## config.mk

```make
export PLATFORM = sky130hd
export DESIGN_NAME = alu_accumulator
export DESIGN_NICKNAME = d
export VERILOG_FILES = /design/src/rtl/alu_pkg.sv /design/src/rtl/alu_accumulator.sv
export SDC_FILE = /design/constraint.sdc
export NUM_CORES = 1
export LEC_CHECK = 0
export BUFFER_PORTS_ARGS = -buffer_cell sky130_fd_sc_hd__buf_2
export CAP_MARGIN = 20
export CORE_UTILIZATION = 30
export DETAILED_ROUTE_END_ITERATION = 8
export GPL_TIMING_DRIVEN = 0
export PLACE_DENSITY = 0.54
export SLEW_MARGIN = 20
export SYNTH_ARGS = -nofsm -noshare
export SYNTH_HDL_FRONTEND = slang
export SYNTH_SLANG_ARGS = --single-unit
```

## constraint.sdc

```tcl
create_clock -name clk -period 3.65 [get_ports clk]
set_input_delay 0.365 -clock clk [delete_from_list [all_inputs] [get_ports clk]]
set_output_delay 0.365 -clock clk [all_outputs]
set_load 0.1 [all_outputs]
```

## src/rtl/alu_pkg.sv

```systemverilog
// alu_pkg
// Definitions shared by the accumulator front-end and the combinational ALU
// behind it: FSM state encoding, opcode values and repeat-field width.
package alu_pkg;

  localparam int REP_W = 4;

  localparam logic [2:0] OP_ADD  = 3'd0;
  localparam logic [2:0] OP_SUB  = 3'd1;
  localparam logic [2:0] OP_AND  = 3'd2;
  localparam logic [2:0] OP_OR   = 3'd3;
  localparam logic [2:0] OP_XOR  = 3'd4;
  localparam logic [2:0] OP_NOT  = 3'd5;
  localparam logic [2:0] OP_SHL1 = 3'd6;
  localparam logic [2:0] OP_SHR1 = 3'd7;

  typedef enum logic [1:0] {
    ST_IDLE = 2'd0,
    ST_EXEC = 2'd1,
    ST_RESP = 2'd2
  } state_t;

endpackage

```

## src/rtl/alu_accumulator.sv

```systemverilog
// alu_accumulator
// Command front-end for the external combinational ALU. Accepts load/ALU
// commands over a valid/ready handshake, keeps an accumulator, applies an
// ALU operation (repeat+1) times, and returns the final value over a second
// valid/ready handshake.
//
// Ports:
//   clk, rst                 clock, async active-high reset
//   cmd_valid/cmd_ready      command handshake
//   cmd_load, cmd_op,
//   cmd_data, cmd_repeat     command fields
//   alu_a/alu_b/alu_op       to ALU (registered)
//   alu_result/alu_zero      from ALU (sampled the same cycle)
//   rsp_valid/rsp_ready      response handshake
//   rsp_data/rsp_zero        final accumulator value and its zero flag
//   cmd_count                completed responses, wraps at 2^16
//
// state   | meaning
// --------+--------------------------------------------------------
// ST_IDLE | ready for a command
// ST_EXEC | writing ALU result into acc once per cycle, rep counts down
// ST_RESP | presenting acc until the consumer takes it
module alu_accumulator
  import alu_pkg::*;
#(
  parameter int WIDTH = 8
) (
  input  logic             clk,
  input  logic             rst,
  input  logic             cmd_valid,
  output logic             cmd_ready,
  input  logic             cmd_load,
  input  logic [2:0]       cmd_op,
  input  logic [WIDTH-1:0] cmd_data,
  input  logic [REP_W-1:0] cmd_repeat,
  output logic [WIDTH-1:0] alu_a,
  output logic [WIDTH-1:0] alu_b,
  output logic [2:0]       alu_op,
  input  logic [WIDTH-1:0] alu_result,
  input  logic             alu_zero,
  output logic             rsp_valid,
  input  logic             rsp_ready,
  output logic [WIDTH-1:0] rsp_data,
  output logic             rsp_zero,
  output logic [15:0]      cmd_count
);

  state_t             r_state;
  logic [WIDTH-1:0]   r_acc;
  logic [WIDTH-1:0]   r_b;
  logic [2:0]         r_op;
  logic [REP_W-1:0]   r_rep;
  logic               r_zero;
  logic [15:0]        r_count;

  always_ff @(posedge clk or posedge rst) begin
    if (rst) begin
      r_state <= ST_IDLE;
      r_acc   <= '0;
      r_b     <= '0;
      r_op    <= '0;
      r_rep   <= '0;
      r_zero  <= 1'b0;
      r_count <= '0;
    end else begin
      case (r_state)
        ST_IDLE: begin
          if (cmd_valid) begin
            r_op  <= cmd_op;
            r_b   <= cmd_data;
            r_rep <= cmd_repeat;
            if (cmd_load) begin
              r_acc   <= cmd_data;
              r_zero  <= (cmd_data == '0);
              r_state <= ST_RESP;
            end else begin
              r_state <= ST_EXEC;
            end
          end
        end
        ST_EXEC: begin
          // alu_a is r_acc, so each cycle feeds the previous result back in.
          r_acc  <= alu_result;
          r_zero <= alu_zero;
          if (r_rep == '0) begin
            r_state <= ST_RESP;
          end else begin
            r_rep <= r_rep - 1'b1;
          end
        end
        ST_RESP: begin
          if (rsp_ready) begin
            r_count <= r_count + 16'd1;
            r_state <= ST_IDLE;
          end
        end
        default: r_state <= ST_IDLE;
      endcase
    end
  end

  assign cmd_ready = (r_state == ST_IDLE);
  assign rsp_valid = (r_state == ST_RESP);
  assign rsp_data  = r_acc;
  assign rsp_zero  = r_zero;
  assign alu_a     = r_acc;
  assign alu_b     = r_b;
  assign alu_op    = r_op;
  assign cmd_count = r_count;

endmodule

```

==> results.json, run 1 <==
{
  "status": "completed",
  "cts_sinks": 42,
  "gp_routability_congestion": 0.738,
  "core_sq_um": 6350,
  "synth_warnings": 0,
  "grt_util_met2_pct": 21.8,
  "synth_cells": 179,
  "post_route_cells_drive_above_1_share_pct": 43.1,
  "yosys.area.top_type": "dfrtp_1",
  "netlist_top_cells_area": "dfrtp_1 53%, mux2_2 7.4%, xnor2_1 5.7%",
  "grt_pass1_vias": 1477,
  "postCtsSetupBuffers": 0,
  "placementRows": 29,
  "cts.path.max_buffers": 2,
  "r2r_slack_ns": 1.78,
  "yosysUniqueCellTypes": 33,
  "slew_headroom_pct": 53.7,
  "regArea_sq_um": 1050,
  "critical_path_arrival_ns": 1.57,
  "ys_seq_elements": 42,
  "drv_cap": 0,
  "fin_crit_sh_pct": 53.0,
  "antenna_found_initial": 0,
  "drtIter0Drc": 123,
  "met1_usage_pct": 17.5,
  "rr_endpoint": "r_rep[0]",
  "startpoint_type": "flip-flop",
  "drtAntennaViolNets": 0,
  "wl_mm": 4.32,
  "grt_pass1_wl_mm": 7.42,
  "ys_top_cells_by_count": "42 x dfrtp_1, 19 x nand2_1, 13 x mux2_2, 13 x xnor2_1, 12 x o21ai_0",
  "syn-mean-instance-area_sq_um": 11.1,
  "use_met3_pct": 3.68,
  "syn-num-nets": 210,
  "overflow": 0,
  "report.final.slew_viol_count": 0,
  "fp.dieH_um": 83.3,
  "cp.required_ns": 3.28,
  "grt_usage_pct": 13.5,
  "wl_per_cell_um": 12.7,
  "criticalPathCategory": "flip-flop to primary output",
  "rsz0062_at_grt": "no",
  "cts_root_buf": "clkbuf_8",
  "numCtsBuffers": 5,
  "syn_area_sq_um": 1980,
  "hpwl_mm": 3.33,
  "cp-end-kind": "primary output",
  "diodes": 0,
  "vias": 1538,
  "ios": 75,
  "worst-path-max-fanout": 9,
  "gr-max-usage-layer": "met2",
  "insertion_delay_ns": 0.29,
  "yosysSeqAreaShare_pct": 53.0,
  "start_util_pct": 31.2,
  "die_x_um": 83.3,
  "worstMarginPinSlew_ns": 0.690,
  "cts_resized": 0,
  "r2r_start": "r_rep[0]",
  "vias_per_cell": 4.54,
  "grt_max_degree": 24,
  "syn_to_final_growth_pct": 29.9,
  "h-tree-depth": 2,
  "hold_buffers": 0,
  "fp.dieArea_sq_um": 6940,
  "hold_viol_final": 0,
  "synth-edff-count": 0,
  "multi_input_area_sq_um": 785,
  "drc": 0,
  "reg2regPathDepth": 6,
  "hold_path_class": "primary input to asynchronous set/reset pin",
  "finClkSkew_ns": 0.00454,
  "fill_cells": 648,
  "synth.most_common_cell": "dfrtp_1",
  "synthFlopType": "dfrtp_1",
  "drt_pass1_iterations": 4,
  "fin_crit_ns": 1.94,
  "setup_viol": 0,
  "tritoncts": "yes",
  "portBuffers": 74,
  "nets": 292,
  "fin_setup_tns_ns": 0,
  "fmax_mhz": 517,
  "synthArstFlopShare_pct": 100,
  "clk_pin_slew_ns": 0.08,
  "synth_top_area_share_pct": 53.0
}
[layout by cell type, fill, tap and decap left out, drive strengths merged]
master / n
nand2b: 1
o211ai: 1
nor3: 3
a21oi: 3
and3: 3
nand4: 4
nor2: 6
mux2: 13
and2: 1
o22ai: 2
dfrtp: 42
a221oi: 1
nor3b: 2
ha: 2
bufinv: 1
mux2i: 8
buf: 92
a32oi: 1
a21o: 1
nand2: 19
o32ai: 1
xor2: 3
nor2b: 2
inv: 6
xnor2: 13
and4b: 1
or3: 1
o21ai: 12
or2: 1
nand3: 7
clkbuf: 7
nor4: 1
a211oi: 1
[state kept, by name, indices dropped and copies added (netlist names)]
signal	cells
rsp_zero	1
alu_op	3
alu_b	8
r_state	2
r_rep	4
cmd_count	16
alu_a	8
[kinds of logic after synthesis]
| kind of cell | synth area share (%) |
|---|---|
| and+or+nand+nor | 12.9 |
| DFF | 53.0 |
| AOI/OAI and AO/OA | 6.88 |
| buffers and inverters | 7.44 |
| muxes | 11.4 |
| xor gates and xnor gates | 7.07 |
| adders and majority gates | 1.26 |
[how the worst max path moves through the flow]
stage | startpoint | to | slack (ns)
floorplan | r_state[0] | alu_b[0] | 0.90
global placement | rst | alu_b[7] | 1.65
detailed placement | r_rep[0] | r_rep[0] | 1.79
CTS | r_state[1] | rsp_valid | 1.72
global route | r_rep[0] | r_rep[0] | 1.59
finish | r_state[1] | rsp_valid | 1.71
[metrics by stage]
step / area (sq um) / worst slack, ns / utilization, % / instances / hold WS [ns]
floorplan: 1980 / 0.900 / - / 179 / 0.450
finish: 2580 / 1.71 / 40.6 / 339 / 0.0811
global placement: 2450 / 1.65 / 38.6 / 330 / 0.459
detailed placement: 2470 / 1.79 / 38.9 / 331 / 0.407
global route: 2580 / 1.59 / 40.6 / 339 / 0.106
CTS: 2580 / 1.72 / 40.6 / 339 / 0.0895
[routing by layer]
metal,part of all wire [%],up-vias
met5,0,-
met4,0.83,0
met3,4.0,2
met2,49,31
met1,46,735
li1,-,770
[critical path, stage by stage, from the launching register on]
cell	delay (ns)
dfrtp_1	0.32
buf_2	0.18
nor2b_1	0.30
buf_2	0.49
[area by class of cell]
type	instances	area share, %
buffer	17	4.86
clock buffer	7	2.96
clock inverter	1	1.17
inverter	6	0.874
multi-input combinational	114	30.5
sequential	42	40.8
tap	77	3.74
timing repair buffer	75	15.2
Power of run 1 is left out: the tool's default activity adds up to more than one toggle a clock period on the data nets, which glitch-free logic cannot reach.
==> run 2: changes to the inputs <==
Clock period 3.65 ns to 1.9 ns, I/O delays scaled along.
==> run 2 against run 1 <==
Against the previous run: wire length rose by 0.74%; sequential share of layout area fell by 0.67 points; first-iteration DRC count down 65%; highest routed layer unchanged; core utilization grew 1.1 points; critical path depth rose by 3; register-to-register slack worse by 1.5 ns; global-route usage about the same; hold slack improved by 0.0019 ns; sequential cell count stayed put; via count grew 0.33%.
==> results.json, run 2 (synthesis results as in run 1) <==
{
  "hold_path_class": "primary input to flip-flop",
  "cp.buffers_inverters": 1,
  "antenna_found_initial": 0,
  "layout_common_cells": "76 x buf_2, 33 x dfrtp_1, 19 x nand2_1",
  "fin_crit_sh_pct": 87.0,
  "post_route_cells_drive_above_1_share_pct": 48.3,
  "cp.required_ns": 2.10,
  "portBuffers": 74,
  "numCtsBuffers": 5,
  "grt_pass1_vias": 1540,
  "fin_cells": 340,
  "cp-end-kind": "flip-flop",
  "cp_common_cell": "o21ai_0",
  "start_util_pct": 31.2,
  "tritoncts": "yes",
  "vias_per_cell": 4.54,
  "fill_cells": 631,
  "placementRows": 29,
  "criticalPathCategory": "flip-flop to flip-flop",
  "worst-path-max-fanout": 6,
  "grt_usage_pct": 13.5,
  "finClkSkew_ns": 0.00789,
  "path_delay_family": "compound AO/OA/AOI/OAI gates",
  "slew_headroom_pct": 67.1,
  "fp.dieH_um": 83.3,
  "fin_crit_ns": 1.65,
  "grt_pass1_wl_mm": 7.48,
  "cts_root_buf": "clkbuf_8",
  "drtAntennaViolNets": 0,
  "wl_met2_mm": 2.24,
  "clk_pin_slew_ns": 0.08,
  "die_x_um": 83.3,
  "cts_sinks": 42,
  "path_cells": "inv_1 > ha_1 > nor3b_2 > a211oi_2 > o21ai_0 > o21ai_0",
  "hold_viol_final": 0,
  "r2r_slack_ns": 0.25,
  "drt_pass1_iterations": 4,
  "final_common_cell": "buf_2",
  "gp_routability_congestion": 0.741,
  "fin_setup_tns_ns": 0,
  "place_inst": 331,
  "wl_mm": 4.35,
  "vias": 1543,
  "startpoint_type": "flip-flop",
  "syn_to_final_growth_pct": 33.5,
  "cts.path.max_buffers": 2,
  "insertion_delay_ns": 0.29,
  "core_sq_um": 6350,
  "overflow": 0,
  "ios": 75,
  "diodes": 0,
  "wl_met1_mm": 1.97,
  "fmax_mhz": 605,
  "wl_per_cell_um": 12.8,
  "final_cell_area_sq_um": 2650,
  "worstMarginPinSlew_ns": 0.497,
  "slowest_stage": "a211oi_2",
  "route.top_layer_used": "met4",
  "status": "completed",
  "grt_max_degree": 26,
  "drc": 0,
  "postCtsSetupBuffers": 0,
  "placed_cell_area_sq_um": 2540,
  "nets": 293,
  "h-tree-depth": 2,
  "regArea_sq_um": 1060,
  "rsz0062_at_grt": "no",
  "multi_input_area_sq_um": 835,
  "hpwl_mm": 3.32,
  "wl_met3_um": 114,
  "report.final.slew_viol_count": 0,
  "drtIter0Drc": 43,
  "setup_viol": 0,
  "drv_cap": 0,
  "fp.dieArea_sq_um": 6940,
  "largest_reg_flops": 16,
  "critical_path_arrival_ns": 1.85,
  "cp_slowest_stage_delay_ns": 0.42
}
run 2: metal layers:
| layer | GRT usage (%) | up-vias |
|---|---|---|
| li1 | - | 771 |
| met1 | 17.5 | 746 |
| met2 | 22.5 | 24 |
| met3 | 3.08 | 2 |
| met4 | 4.23 | 0 |
| met5 | 0 | - |
run 2: what timing repair did:
item | in CTS | in global routing
gates resized for setup | 0 | 2
endpoints found under the setup margin | 0 | 3
hold buffers | 1 | 0
hold endpoints to repair | 17 | 0
run 2: per-stage QoR:
step | util, % | hold slack (ns) | worst slack, ns
3_3_place_gp | 39.6 | 0.384 | -0.0560
6_report | 41.7 | 0.0830 | 0.248
5_1_grt | 41.7 | 0.0750 | 0.0387
4_1_cts | 41.5 | 0.0744 | 0.00403
3_5_place_dp | 40.0 | 0.202 | 0.0274
2_1_floorplan | - | 0.279 | -0.0267
run 2: final cells by class:
class	instances	share of cell area, %
sequential	42	40.1
buffer	17	5.34
tap	77	3.64
inverter	6	0.851
timing repair buffer	76	15.1
multi-input combinational	114	31.5
clock buffer	8	3.40
run 2: final timing paths:
path	from	to	depth (start not counted)
worst max-delay path	r_rep[0]	r_rep[0]	6
worst max register to register	r_rep[0]	r_rep[0]	6
min in group asynchronous	rst	cmd_count[15]	3
worst min-delay path	cmd_load	r_state[0]	2
worst min register to register	cmd_count[15]	cmd_count[15]	1
max in group asynchronous	rst	cmd_count[0]	4
Power of run 2 is left out for the same reason.
==> run 3: changes to the inputs <==
Settings changed: REMOVE_ABC_BUFFERS from default to 1.
==> run 3 against run 2 <==
Against the previous run: core utilization decreased by 2.7 points; via count decreased by 3.0%; non-clock buffer count decreased by 16; critical endpoint is now rsp_valid; clock-buffer cell count decreased by 1; wire length decreased by 2.2%.
==> results.json, run 3 (synthesis results as in run 1) <==
{
  "postCtsSetupBuffers": 0,
  "wl_per_cell_um": 13.1,
  "grt_util_met2_pct": 21.2,
  "min_delay_path_depth": 2,
  "numCtsBuffers": 5,
  "h-tree-depth": 2,
  "gp_routability_congestion": 0.734,
  "worstMarginPinSlew_ns": 0.657,
  "portBuffers": 74,
  "die_x_um": 83.3,
  "cp-end-kind": "primary output",
  "slowest_stage": "dfrtp_1",
  "grt_pass1_vias": 1406,
  "post_route_cells_drive_above_1_share_pct": 40.5,
  "startpoint_type": "flip-flop",
  "fp.dieArea_sq_um": 6940,
  "gr-max-usage-layer": "met2",
  "start_util_pct": 31.2,
  "syn_to_final_growth_pct": 24.9,
  "fp.dieH_um": 83.3,
  "met1_usage_pct": 14.9,
  "drtAntennaViolNets": 0,
  "fmax_mhz": 552,
  "core_sq_um": 6350,
  "reg2regPathDepth": 3,
  "path_cells": "nor2b_1 > buf_2",
  "nets": 277,
  "report.final.slew_viol_count": 0,
  "grt_usage_pct": 12.5,
  "hold_viol_final": 0,
  "ios": 75,
  "cp.required_ns": 1.71,
  "drc": 0,
  "drtIter0Drc": 54,
  "insertion_delay_ns": 0.29,
  "slew_headroom_pct": 56.2,
  "grt_pass1_wl_mm": 6.84,
  "final_cell_area_sq_um": 2480,
  "layout_common_cells": "74 x buf_2, 42 x dfrtp_1, 19 x nand2_1",
  "hpwl_mm": 3.16,
  "setup_viol": 0,
  "cp_slowest_stage_delay_ns": 0.50,
  "criticalPathCategory": "flip-flop to primary output",
  "fin_crit_ns": 1.81,
  "rsz0062_at_grt": "no",
  "grt_max_degree": 23,
  "wl_mm": 4.25,
  "use_met3_pct": 3.88,
  "status": "completed",
  "vias": 1496,
  "drv_cap": 0,
  "finClkSkew_ns": 0.00585,
  "cts_sinks": 42,
  "worst-path-max-fanout": 9,
  "hold_path_class": "primary input to flip-flop",
  "cts.path.max_buffers": 2,
  "holdWs_ns": 0.0983,
  "diodes": 0,
  "largest_reg_flops": 16,
  "vias_per_cell": 4.62,
  "overflow": 0,
  "clk_pin_slew_ns": 0.07,
  "final_common_cell": "buf_2",
  "tritoncts": "yes",
  "critical_path_arrival_ns": 1.62,
  "cts_root_buf": "clkbuf_8",
  "placed_cell_area_sq_um": 2370,
  "antenna_found_initial": 0,
  "fin_crit_sh_pct": 95.4,
  "placementRows": 29,
  "drt_pass1_iterations": 4
}
## run 3: metrics by stage
stage,instances,setup WS [ns],setup TNS (ns),utilization [%]
global placement,313,-0.641,-5.79,36.6
global route,324,0.0157,0,39.0
detailed placement,315,0.115,0,37.3
CTS,324,0.0873,0,38.9
floorplan,162,-0.884,-14.42,-
finish,324,0.0872,0,39.0
## run 3: area by class of cell
class / instances / area [sq um]
clock buffer: 7 / 86.3
clock inverter: 1 / 5.00
fill: 635 / 3870
inverter: 6 / 22.5
multi-input combinational: 114 / 792
sequential: 42 / 1050
tap: 77 / 96.3
timing repair buffer: 77 / 423
## run 3: worst max-delay path: cells and delay by family, from the launching register on
kind                   cells  cell delay, ns
AND/OR/NAND/NOR            1            0.34
flip-flops                 1            0.50
buffers and inverters      1            0.49
## run 3: path summary, 6_finish.rpt
kind                                from            end  slack [ns]
max in group asynchronous            rst     r_state[1]        0.93
min reg2reg                cmd_count[15]  cmd_count[15]        0.47
max reg2reg                   r_state[0]       alu_b[3]        0.20
min                             cmd_load     r_state[0]         0.1
min in group asynchronous            rst      alu_op[0]        0.49
max                           r_state[1]      rsp_valid        0.09
## run 3: routing by layer
layer / wire [um] / up-vias / part of all wire [%]
met1: 1820 / 724 / 43
met5: 0 / - / 0
met3: 164 / 4 / 3.9
met2: 2220 / 30 / 52
met4: 49 / 0 / 1.2
li1: - / 738 / -
## run 3: what timing repair did
item	in CTS	in global routing
gates resized for setup	0	1
setup endpoints to repair	0	2
hold buffers	1	0
endpoints found under the hold margin	21	0
Power of run 3 is left out for the same reason.
